[config.mk]
export PLATFORM = sky130hd
export DESIGN_NAME = scan_decoder
export DESIGN_NICKNAME = d
export VERILOG_FILES = /design/src/rtl/scan_decoder.sv
export SDC_FILE = /design/constraint.sdc
export NUM_CORES = 1
export LEC_CHECK = 0
export CORE_ASPECT_RATIO = 1.25
export CORE_MARGIN = 5
export CORE_UTILIZATION = 35
export CTS_CLUSTER_SIZE = 10
export DETAILED_ROUTE_END_ITERATION = 10
export SLEW_MARGIN = 20
export SYNTH_ARGS = -nofsm -noshare
export SYNTH_HDL_FRONTEND = slang
export SYNTH_SLANG_ARGS = --single-unit
export TNS_END_PERCENT = 5
[constraint.sdc]
create_clock -name clk -period 4.66 [get_ports clk]
set_input_delay 0.932 -clock clk [delete_from_list [all_inputs] [get_ports clk]]
set_output_delay 0.932 -clock clk [all_outputs]
set_load 0.01 [all_outputs]
[src/rtl/scan_decoder.sv]
// scan_decoder: registered N-to-2^N decoder with enable.
//   Direct mode decodes a loaded index and holds it.
//   Scan mode moves the active output through all 2^N positions. Each
//   position is held for DIV cycles. A scan runs either continuously or
//   as a single pass that ends with a one-cycle done pulse.
// Optional feature macro: SCAN_DECODER_THERMO_EN. It adds a 'thermo'
// input, latched on each accepted load. When set, y shows a thermometer
// code (y[i] = 1 for i <= idx) instead of a one-hot code.
module scan_decoder #(
  parameter int N   = 3,
  parameter int DIV = 4
) (
  input  logic                clk,
  input  logic                rst_n,
  input  logic                en,
  input  logic                load,
  input  logic [1:0]          mode,
  input  logic [N-1:0]        w,
`ifdef SCAN_DECODER_THERMO_EN
  input  logic                thermo,
`endif
  output logic [(1<<N)-1:0]   y,
  output logic [N-1:0]        idx,
  output logic                busy,
  output logic                done
);

  localparam int YW = 1 << N;
  localparam int DW = (DIV > 1) ? $clog2(DIV) : 1;
  localparam logic [DW-1:0] DWELL_LAST = DW'(DIV - 1);

  localparam logic [1:0] MODE_DIRECT = 2'b00;
  localparam logic [1:0] MODE_CONT   = 2'b01;
  localparam logic [1:0] MODE_SINGLE = 2'b10;

  typedef enum logic [1:0] {
    ST_IDLE   = 2'd0,
    ST_DIRECT = 2'd1,
    ST_SCAN   = 2'd2
  } state_t;

  state_t          state_q, state_d;
  logic [N-1:0]    idx_q, idx_d;
  logic [N-1:0]    start_q, start_d;   // first scan position; single pass ends one before it
  logic [DW-1:0]   dwell_q, dwell_d;
  logic            single_q, single_d; // scan type latched on entry
  logic [YW-1:0]   y_q, y_d;
  logic            busy_q, busy_d;
  logic            done_q, done_d;
  logic            thermo_q, thermo_d;
  logic            thermo_in;
  logic [N-1:0]    idx_inc;
  logic [YW-1:0]   onehot_d;

`ifdef SCAN_DECODER_THERMO_EN
  assign thermo_in = thermo;
`else
  assign thermo_in = 1'b0;
`endif

  assign idx_inc = idx_q + N'(1);

  // Next-state, next-index and next-output logic.
  // Outputs come from the next state, so y and idx change on the same edge.
  always_comb begin
    // NOTE: every signal assigned in this block gets a default value first.
    // Without the defaults, a path that skips an assignment would infer a latch.
    state_d  = state_q;
    idx_d    = idx_q;
    start_d  = start_q;
    dwell_d  = dwell_q;
    single_d = single_q;
    thermo_d = thermo_q;
    done_d   = 1'b0;

    if (!en) begin
      // en low always wins. It aborts a scan with no done pulse, and idx keeps its value.
      state_d = ST_IDLE;
    end else begin
      case (state_q)
        ST_IDLE, ST_DIRECT: begin
          if (load) begin
            if (mode == MODE_DIRECT) begin
              state_d  = ST_DIRECT;
              idx_d    = w;
              thermo_d = thermo_in;
            end else if (mode == MODE_CONT || mode == MODE_SINGLE) begin
              state_d  = ST_SCAN;
              idx_d    = w;
              start_d  = w;
              dwell_d  = '0;
              single_d = (mode == MODE_SINGLE);
              thermo_d = thermo_in;
            end
            // Reserved mode: the load is ignored.
          end
        end
        ST_SCAN: begin
          // load, mode and w are ignored until the scan finishes.
          if (dwell_q == DWELL_LAST) begin
            dwell_d = '0;
            if (single_q && (idx_inc == start_q)) begin
              state_d = ST_IDLE;
              done_d  = 1'b1;
            end else begin
              idx_d = idx_inc;
            end
          end else begin
            dwell_d = dwell_q + DW'(1);
          end
        end
        default: state_d = ST_IDLE;
      endcase
    end

    onehot_d = YW'(1) << idx_d;
    y_d      = onehot_d;
    if (thermo_d) begin
      // Bits 0..idx set. (onehot << 1) is zero at the top index, so this becomes all ones.
      y_d = (onehot_d << 1) - YW'(1);
    end
    if (state_d == ST_IDLE) begin
      y_d = '0;
    end
    busy_d = (state_d == ST_SCAN);
  end

  // State and output registers with asynchronous clear.
  always_ff @(posedge clk or negedge rst_n) begin
    if (!rst_n) begin
      state_q  <= ST_IDLE;
      idx_q    <= '0;
      start_q  <= '0;
      dwell_q  <= '0;
      single_q <= 1'b0;
      thermo_q <= 1'b0;
      y_q      <= '0;
      busy_q   <= 1'b0;
      done_q   <= 1'b0;
    end else begin
      // NOTE: use non-blocking assignments for registers. All registers then
      // update together from the values they had before the edge.
      state_q  <= state_d;
      idx_q    <= idx_d;
      start_q  <= start_d;
      dwell_q  <= dwell_d;
      single_q <= single_d;
      thermo_q <= thermo_d;
      y_q      <= y_d;
      busy_q   <= busy_d;
      done_q   <= done_d;
    end
  end

  assign y    = y_q;
  assign idx  = idx_q;
  assign busy = busy_q;
  assign done = done_q;

endmodule

Word-level counts from Yosys, hierarchy flattened
Cells that the tools add are included.
W data, S select, Z words.
{ "op_classes": {"addsub": 3, "n_eq_ne": 10, "n_shift": 1, "mux": 30, "bitwise_logic": 1, "n_reduce_logical": 9} }
{ "ops": {"columns": ["op", "count"], "rows": [
  ["$mux W2", 10],
  ["$mux W3", 6],
  ["$mux W8", 2],
  ["$reduce_and A5 Y1", 2],
  ["$mux W1", 9],
  ["$eq A2 B2 Y1 const B", 4],
  ["$pmux W2 S2", 2],
  ["$shl A1 B3 Y8 const A", 1],
  ["$sub A8 B1 Y8 const B", 1],
  ["$logic_not A2 Y1", 3],
  ["$ne A2 B2 Y1 const B", 3],
  ["$pmux W3 S2", 1],
  ["$eq A2 B1 Y1 const B", 2],
  ["$add A3 B1 Y3 const B", 1],
  ["$eq A3 B3 Y1", 1],
  ["$add A2 B1 Y2 const B", 1],
  ["$reduce_bool A2 Y1", 1],
  ["$reduce_or A2 Y1", 1],
  ["$logic_and A1 B1 Y1", 1],
  ["$logic_or A1 B1 Y1", 1],
  ["$not A1 Y1", 1]
]} }
{ "totals": {"reg_bits": 22, "in_bits": 9, "out_inout_bits": 13, "wordCells": 63} }

Logic depth before layout (Yosys ltp)
Gate-level depths: netlist of run 1.
{ "logic_depth": {"depth_word": 11, "mapped_depth": 14, "ltp_nobuf": 14} }

Worst setup path before layout of run 1
No wires, ideal clock.
{ "synth_path": {"path_type": "in2reg", "startpoint": "in mode[0]", "endpoint": "reg y_q[5], in the netlist y[5]", "setup_ns": 0.083, "arrival_time_ns": 3.140, "required_ns": 4.577, "slack_ns": 1.437, "stages": 14, "n_path_buf": 0, "cell_sequence": "inv_1 ha_1 o21ai_1 mux2i_1 o21ai_1 a221oi_4 inv_2 nor2_4 nand2_1 ha_1 nor2_1 and4_1 a31oi_1 a31oi_1"} }
{ "synth_via": {"elab_chain_cells": 11, "elab_cells_between_ends": 24, "cone_classes": "1 x add/sub; 2 x eq/ne; 1 x shift; 17 x mux; 3 x reduce/logical"} }
{ "synth_rtl": {"columns": ["element", "line", "rtl"], "rows": [
  ["start: declaration", "17", "input logic [1:0] mode,"],
  ["$eq A2 B1 Y1 / $eq A2 B2 Y1 (equally long branches)", "87", "end else if (mode == MODE_CONT || mode == MODE_SINGLE) begin"],
  ["$logic_or A1 B1 Y1", "87", null],
  ["$mux W3", "87", null],
  ["$mux W3 (*)", "83", "if (mode == MODE_DIRECT) begin"],
  ["$mux W3 (*)", "82", "if (load) begin"],
  ["$pmux W3 S2 (*)", "80", "case (state_q)"],
  ["$mux W3 (*)", "76", "if (!en) begin"],
  ["net idx_d[1]", "43", "logic [N-1:0] idx_q, idx_d;"],
  ["$shl A1 B3 Y8 (*)", "116", "onehot_d = YW'(1) << idx_d;"],
  ["$sub A8 B1 Y8", "120", "y_d = (onehot_d << 1) - YW'(1);"],
  ["$mux W8 (*)", "118", "if (thermo_d) begin"],
  ["$mux W8 (*)", "122", "if (state_d == ST_IDLE) begin"],
  ["net y_d[5]", "47", "logic [YW-1:0] y_q, y_d;"],
  ["end signal: assignment", "149", "y_q <= y_d;"],
  ["end: declaration", "47", null]
]} }
Mark *: on every way through the listed nets, which the timed path passes. The rest lies on a longest branch.
A chain may end at the register's enable or synchronous reset.

Worst setup path in the final report of run 1
{ "layout_path": {"startpoint": "in mode[1]", "endpoint": "reg y_q[5], in the netlist y[5]"} }
Same word-level chain as after synthesis.

==> results of run 1 <==
==> layer usage <==
metal  share of wire  vias to the layer above  global-route usage
met5               0                        -                   0
met4          0.0092                        0              0.0354
met3           0.061                        4              0.0326
met2            0.49                       21               0.213
met1            0.44                      439               0.157
li1                -                      456                   -
==> cell type report <==
cell class,instances,area [sq um]
Fill cell,327,1730
Multi-Input combinational cell,82,603
Sequential cell,22,551
Timing Repair Buffer,21,205
Clock buffer,4,55.1
Tap cell,37,46.3
Inverter,8,30.0
==> cell families after synthesis <==
group | Yosys count | synth area share
AOI/OAI and AO/OA | 25 | 0.167
muxes | 7 | 0.0645
xor gates and xnor gates | 3 | 0.0338
adders and majority gates | 5 | 0.0529
buffers and inverters | 8 | 0.0254
DFF | 22 | 0.465
and+or+nand+nor | 42 | 0.191
==> state kept, by name, summed over array words and instances, names as in the netlist <==
| name | count |
|---|---|
| y | 8 |
| idx | 3 |
| start_q | 3 |
| dwell_q | 2 |
| state_q | 2 |
| busy | 1 |
| done | 1 |
| single_q | 1 |
| thermo_q | 1 |
==> final timing paths <==
path                                  from    endpoint  slack (ns)  depth (start not counted)
worst max-delay path               mode[1]        y[5]        0.95                         15
worst min-delay path            start_q[2]  start_q[2]        0.53                          1
worst max register to register      idx[1]        y[5]        1.58                         13
worst min register to register  start_q[2]  start_q[2]        0.53                          1
max in group asynchronous            rst_n        done        3.71                          1
min in group asynchronous            rst_n  state_q[1]        0.62                          1
==> stage by stage <==
stage,power (mW),util,setup WS (ns),instances,cell area [sq um]
after floorplan,0.382,-,1.44,112,1180
after global placement,0.444,0.447,0.769,170,1440
after detailed placement,0.450,0.447,0.685,170,1440
after CTS,0.591,0.464,0.958,174,1500
after global routing,0.622,0.462,0.707,174,1490
final,0.584,0.462,0.955,174,1490
==> power groups by stage <==
stage	sequential (mW)	clock (mW)	combinational, mW
2_1_floorplan	0.247	0	0.135
5_1_grt	0.248	0.151	0.223
6_report	0.244	0.137	0.203
3_3_place_gp	0.248	0	0.196
3_5_place_dp	0.249	0	0.201
4_1_cts	0.245	0.143	0.204
==> placed cells by master, fill, tap and decap left out, drive strengths merged, types with 2 or more instances in the layout <==
master,n
dfrtp,22
clkdlybuf4s50,20
nand2,14
nor2,9
inv,8
o21ai,7
a21oi,5
ha,5
mux2,5
and2,4
clkbuf,4
a31oi,3
a41oi,2
nand2b,2
nor3,2
or3,2
mux2i,2
nand3,2
and4,2
a211oi,2
==> flow_summary.toml, run 1 <==
[clock_network]
cts.hold.buffers_added = 0
cts_root_buf = "clkbuf_8"
clock-sinks = 22
clk_latency_ns = 0.26
cts_buffer_depth = 2
clk_pin_slew_ns = 0.08
post-cts-setup-buffers = 0
cts_buffers = 3
cts.repair.resized = 0
cts_max_level = 1
cts_tree = "yes"

[synth]
synth-main-ff-cell = "dfrtp_1"
syn_nets = 126
synth_common_cells = "dfrtp_1 (22), nand2_1 (12), nor2_1 (8)"
ys_ff_latch = 22
yosysSeqAreaShare = 0.465
synth_cell_types = 38
async_reset_ff_frac = 1.00
synth_area_leaders = "dfrtp_1 (47%), ha_1 (5.3%), mux2_2 (3.8%)"
synth.most_common_cell = "dfrtp_1"
ys_warn_count = 0
netlist_area_sq_mm = 0.00118
yosysTopAreaCell = "dfrtp_1"
syn_area_per_cell_sq_um = 10.6
netlist.area_leader.share = 0.465
netlist_instances = 112
synth-edff-count = 0

[outcome]
status = "finished clean"

[flow_run]
cap_viol_max_count = 0

[power]
switching_share = 0.337
power.share.combinational = 0.347
vdd_ir_drop_max_mv = 0.219
seqPwrFrac = 0.418
power_density_mw_per_mm2 = 392
p_leak_nw = 0.644
clkPwrFrac = 0.235
p_sw_mw = 0.197
p_int_mw = 0.387

[critical_path]
critical-path-max-stage-delay_ns = 0.48
endpoint_kind = "register"
cp_max_fo = 6
arrival_ns = 3.88
worst-path-buf-inv = 3
slowest_stage = "clkdlybuf4s50_1"
crit_type = "input pin to register"
critPathTopFamily = "compound AO/OA/AOI/OAI gates"
path_cells = "clkdlybuf4s50_1 > inv_1 > ha_1 > o21ai_1 > mux2i_1 > o21ai_1 > a221oi_4 > inv_2 > nor2_4 > nand2_1 > ha_1 > nor2_1 > and4_1 > a31oi_1 > a31oi_1"
worstPathRequired_ns = 4.84
start_kind = "input pin"

[sta]
fin_tns_setup_ns = 0
finalClockSkew_ns = 0.00279
tightest_slew_ns = 0.905
finalCriticalPeriod_ns = 3.71
period_share = 0.795
slew_viol_final = 0
max_slew_margin = 0.392
hold_violations = 0
rsz0062_at_grt = "no"
fmax_mhz = 270
whs_ns = 0.531
setup_viol = 0

[floorplan]
core_area_sq_mm = 0.00322
io-pin-count = 22
rows = 23
dieArea_sq_mm = 0.00465
die_h_um = 75.0
die_x_um = 62.0
initial_core_util = 0.367

[drt]
dr.pass1.iters = 4
wl_per_cell_um = 14.9
drt_first_iter_violations = 26
drc_errors = 0
drt_wl_total_mm = 2.60
ant_nets = 0
vias = 920
viasPerCell = 5.29

[global_routing]
antenna_found_initial = 0
grt_pass1_vias = 972
grt_pass1_wl_mm = 4.40
grt-ovfl-total = 0
grt_util_all_layers = 0.126
grt_max_degree = 23

[cells_and_area]
diodes = 0
layout-drive-gt1-share = 0.139
syn_to_final_growth_pct = 25.9
nNetsFinal = 152

[place]
io_buffers = 21
hpwl_mm = 2.00
gp_congestion = 0.899

[min_path]
hp-class = "register to register"
No activity file was read; power rests on OpenSTA's default activity.
==> run 2: changes to the inputs <==
==> constraint.sdc (replaced) <==
create_clock -name clk -period 3 [get_ports clk]
set_input_delay 0.6 -clock clk [delete_from_list [all_inputs] [get_ports clk]]
set_output_delay 0.6 -clock clk [all_outputs]
set_load 0.01 [all_outputs]
==> flow_summary.toml, run 2 (same netlist as run 1, synthesis figures left out) <==
[outcome]
status = "finished clean"

[drt]
ant_nets = 0
dr.pass1.iters = 4
drc_errors = 0
drt_first_iter_violations = 31
vias = 1048
wl_per_cell_um = 14.8
viasPerCell = 5.16
drt_wl_total_mm = 3.00

[cells_and_area]
final_cell_mix = "buf_4 (28), dfrtp_1 (22), clkdlybuf4s50_1 (19)"
layout-drive-gt1-share = 0.355
syn_to_final_growth_pct = 51.0
nNetsFinal = 181
largest_reg_flops = 8
final_core_util = 0.554
nFillCells = 287
finalNonFillerCells = 203
mostFrequentLayoutCell = "buf_4"
diodes = 0
multi_input_area_sq_um = 668
regArea_sq_um = 551
fin_area_sq_mm = 0.00179

[place]
gp_congestion = 0.827
dp_slack_ns = -0.558
hpwl_mm = 2.25
dpl.cell_count = 193
io_buffers = 21
place_area_sq_mm = 0.00161

[critical_path]
worstPathRequired_ns = 3.12
arrival_ns = 2.90
path_cells = "ha_1 > xnor3_1 > a41oi_2 > buf_4 > a21oi_1 > nand2_2 > buf_4 > nand2_2 > ha_4 > nor2_4 > mux2_4 > o211ai_1 > a21oi_1"
crit_type = "register to register"
critical-path-max-stage-delay_ns = 0.38
critPathTopFamily = "compound AO/OA/AOI/OAI gates"
endpoint_kind = "register"
worst-path-buf-inv = 2
start_kind = "register"
slowest_stage = "dfrtp_1"
cp_max_fo = 6

[global_routing]
grt_max_degree = 23
grt_pass1_wl_mm = 4.84
antenna_found_initial = 0
grt_pass1_vias = 1070
grt-ovfl-total = 0
grt_util_all_layers = 0.140

[floorplan]
core_area_sq_mm = 0.00322
initial_core_util = 0.367
die_x_um = 62.0
io-pin-count = 22
rows = 23
dieArea_sq_mm = 0.00465
die_h_um = 75.0

[sta]
finalCriticalPeriod_ns = 2.78
setup_viol = 0
period_share = 0.927
hold_violations = 0
whs_ns = 0.528
tightest_slew_ns = 0.576
fin_tns_setup_ns = 0
max_slew_margin = 0.616
setup_slack_ns = 0.220
finalClockSkew_ns = 0.00328
fmax_mhz = 360
slew_viol_final = 0

[power]
p_leak_nw = 0.808
power_density_mw_per_mm2 = 585
totalPowerFinal_mw = 1.04
vdd_ir_drop_max_mv = 0.311

[clock_network]
clk_pin_slew_ns = 0.08
cts_buffer_depth = 2
cts_max_level = 1
cts_tree = "yes"
cts_buffers = 3
clock-sinks = 22
cts_root_buf = "clkbuf_8"
clk_latency_ns = 0.26
cts.hold.buffers_added = 0

[flow_run]
cap_viol_max_count = 0

[min_path]
hp-class = "register to register"
-- run 2: layout make-up --
cell class,instances,share of cell area
multi-input cells,82,0.374
flip-flops and latches,22,0.308
clock buffers,4,0.0308
repair buffers,50,0.244
inverters,8,0.0168
well taps,37,0.0259
-- run 2: worst paths after layout --
kind | to | slack [ns] | from | cells past startpoint
max | y[7] | 0.22 | idx[0] | 13
min | start_q[2] | 0.53 | start_q[2] | 1
max reg2reg | y[7] | 0.22 | idx[0] | 13
min reg2reg | start_q[2] | 0.53 | start_q[2] | 1
max in group asynchronous | idx[0] | 2.11 | rst_n | 2
min in group asynchronous | done | 0.68 | rst_n | 2
-- run 2: what timing repair did --
| action | 4_1_cts | 5_1_grt |
|---|---|---|
| endpoints found under the setup margin | 4 | 4 |
| setup buffers | 2 | 4 |
| resized for setup | 7 | 11 |
| pin swaps | 5 | 12 |
-- run 2: power breakdown --
group          switching (mW)  internal [mW]  total [mW]
Sequential             0.0300          0.340       0.370
Clock                  0.0963          0.117       0.213
Combinational           0.214          0.247       0.461
-- run 2: metal layers --
metal	up-vias	track usage	share of wire	wire length [um]
li1	512	-	-	-
met1	513	0.166	0.40	1200
met2	18	0.249	0.54	1620
met3	5	0.0343	0.053	159
met4	0	0.0354	0.010	30
met5	-	0	0	0
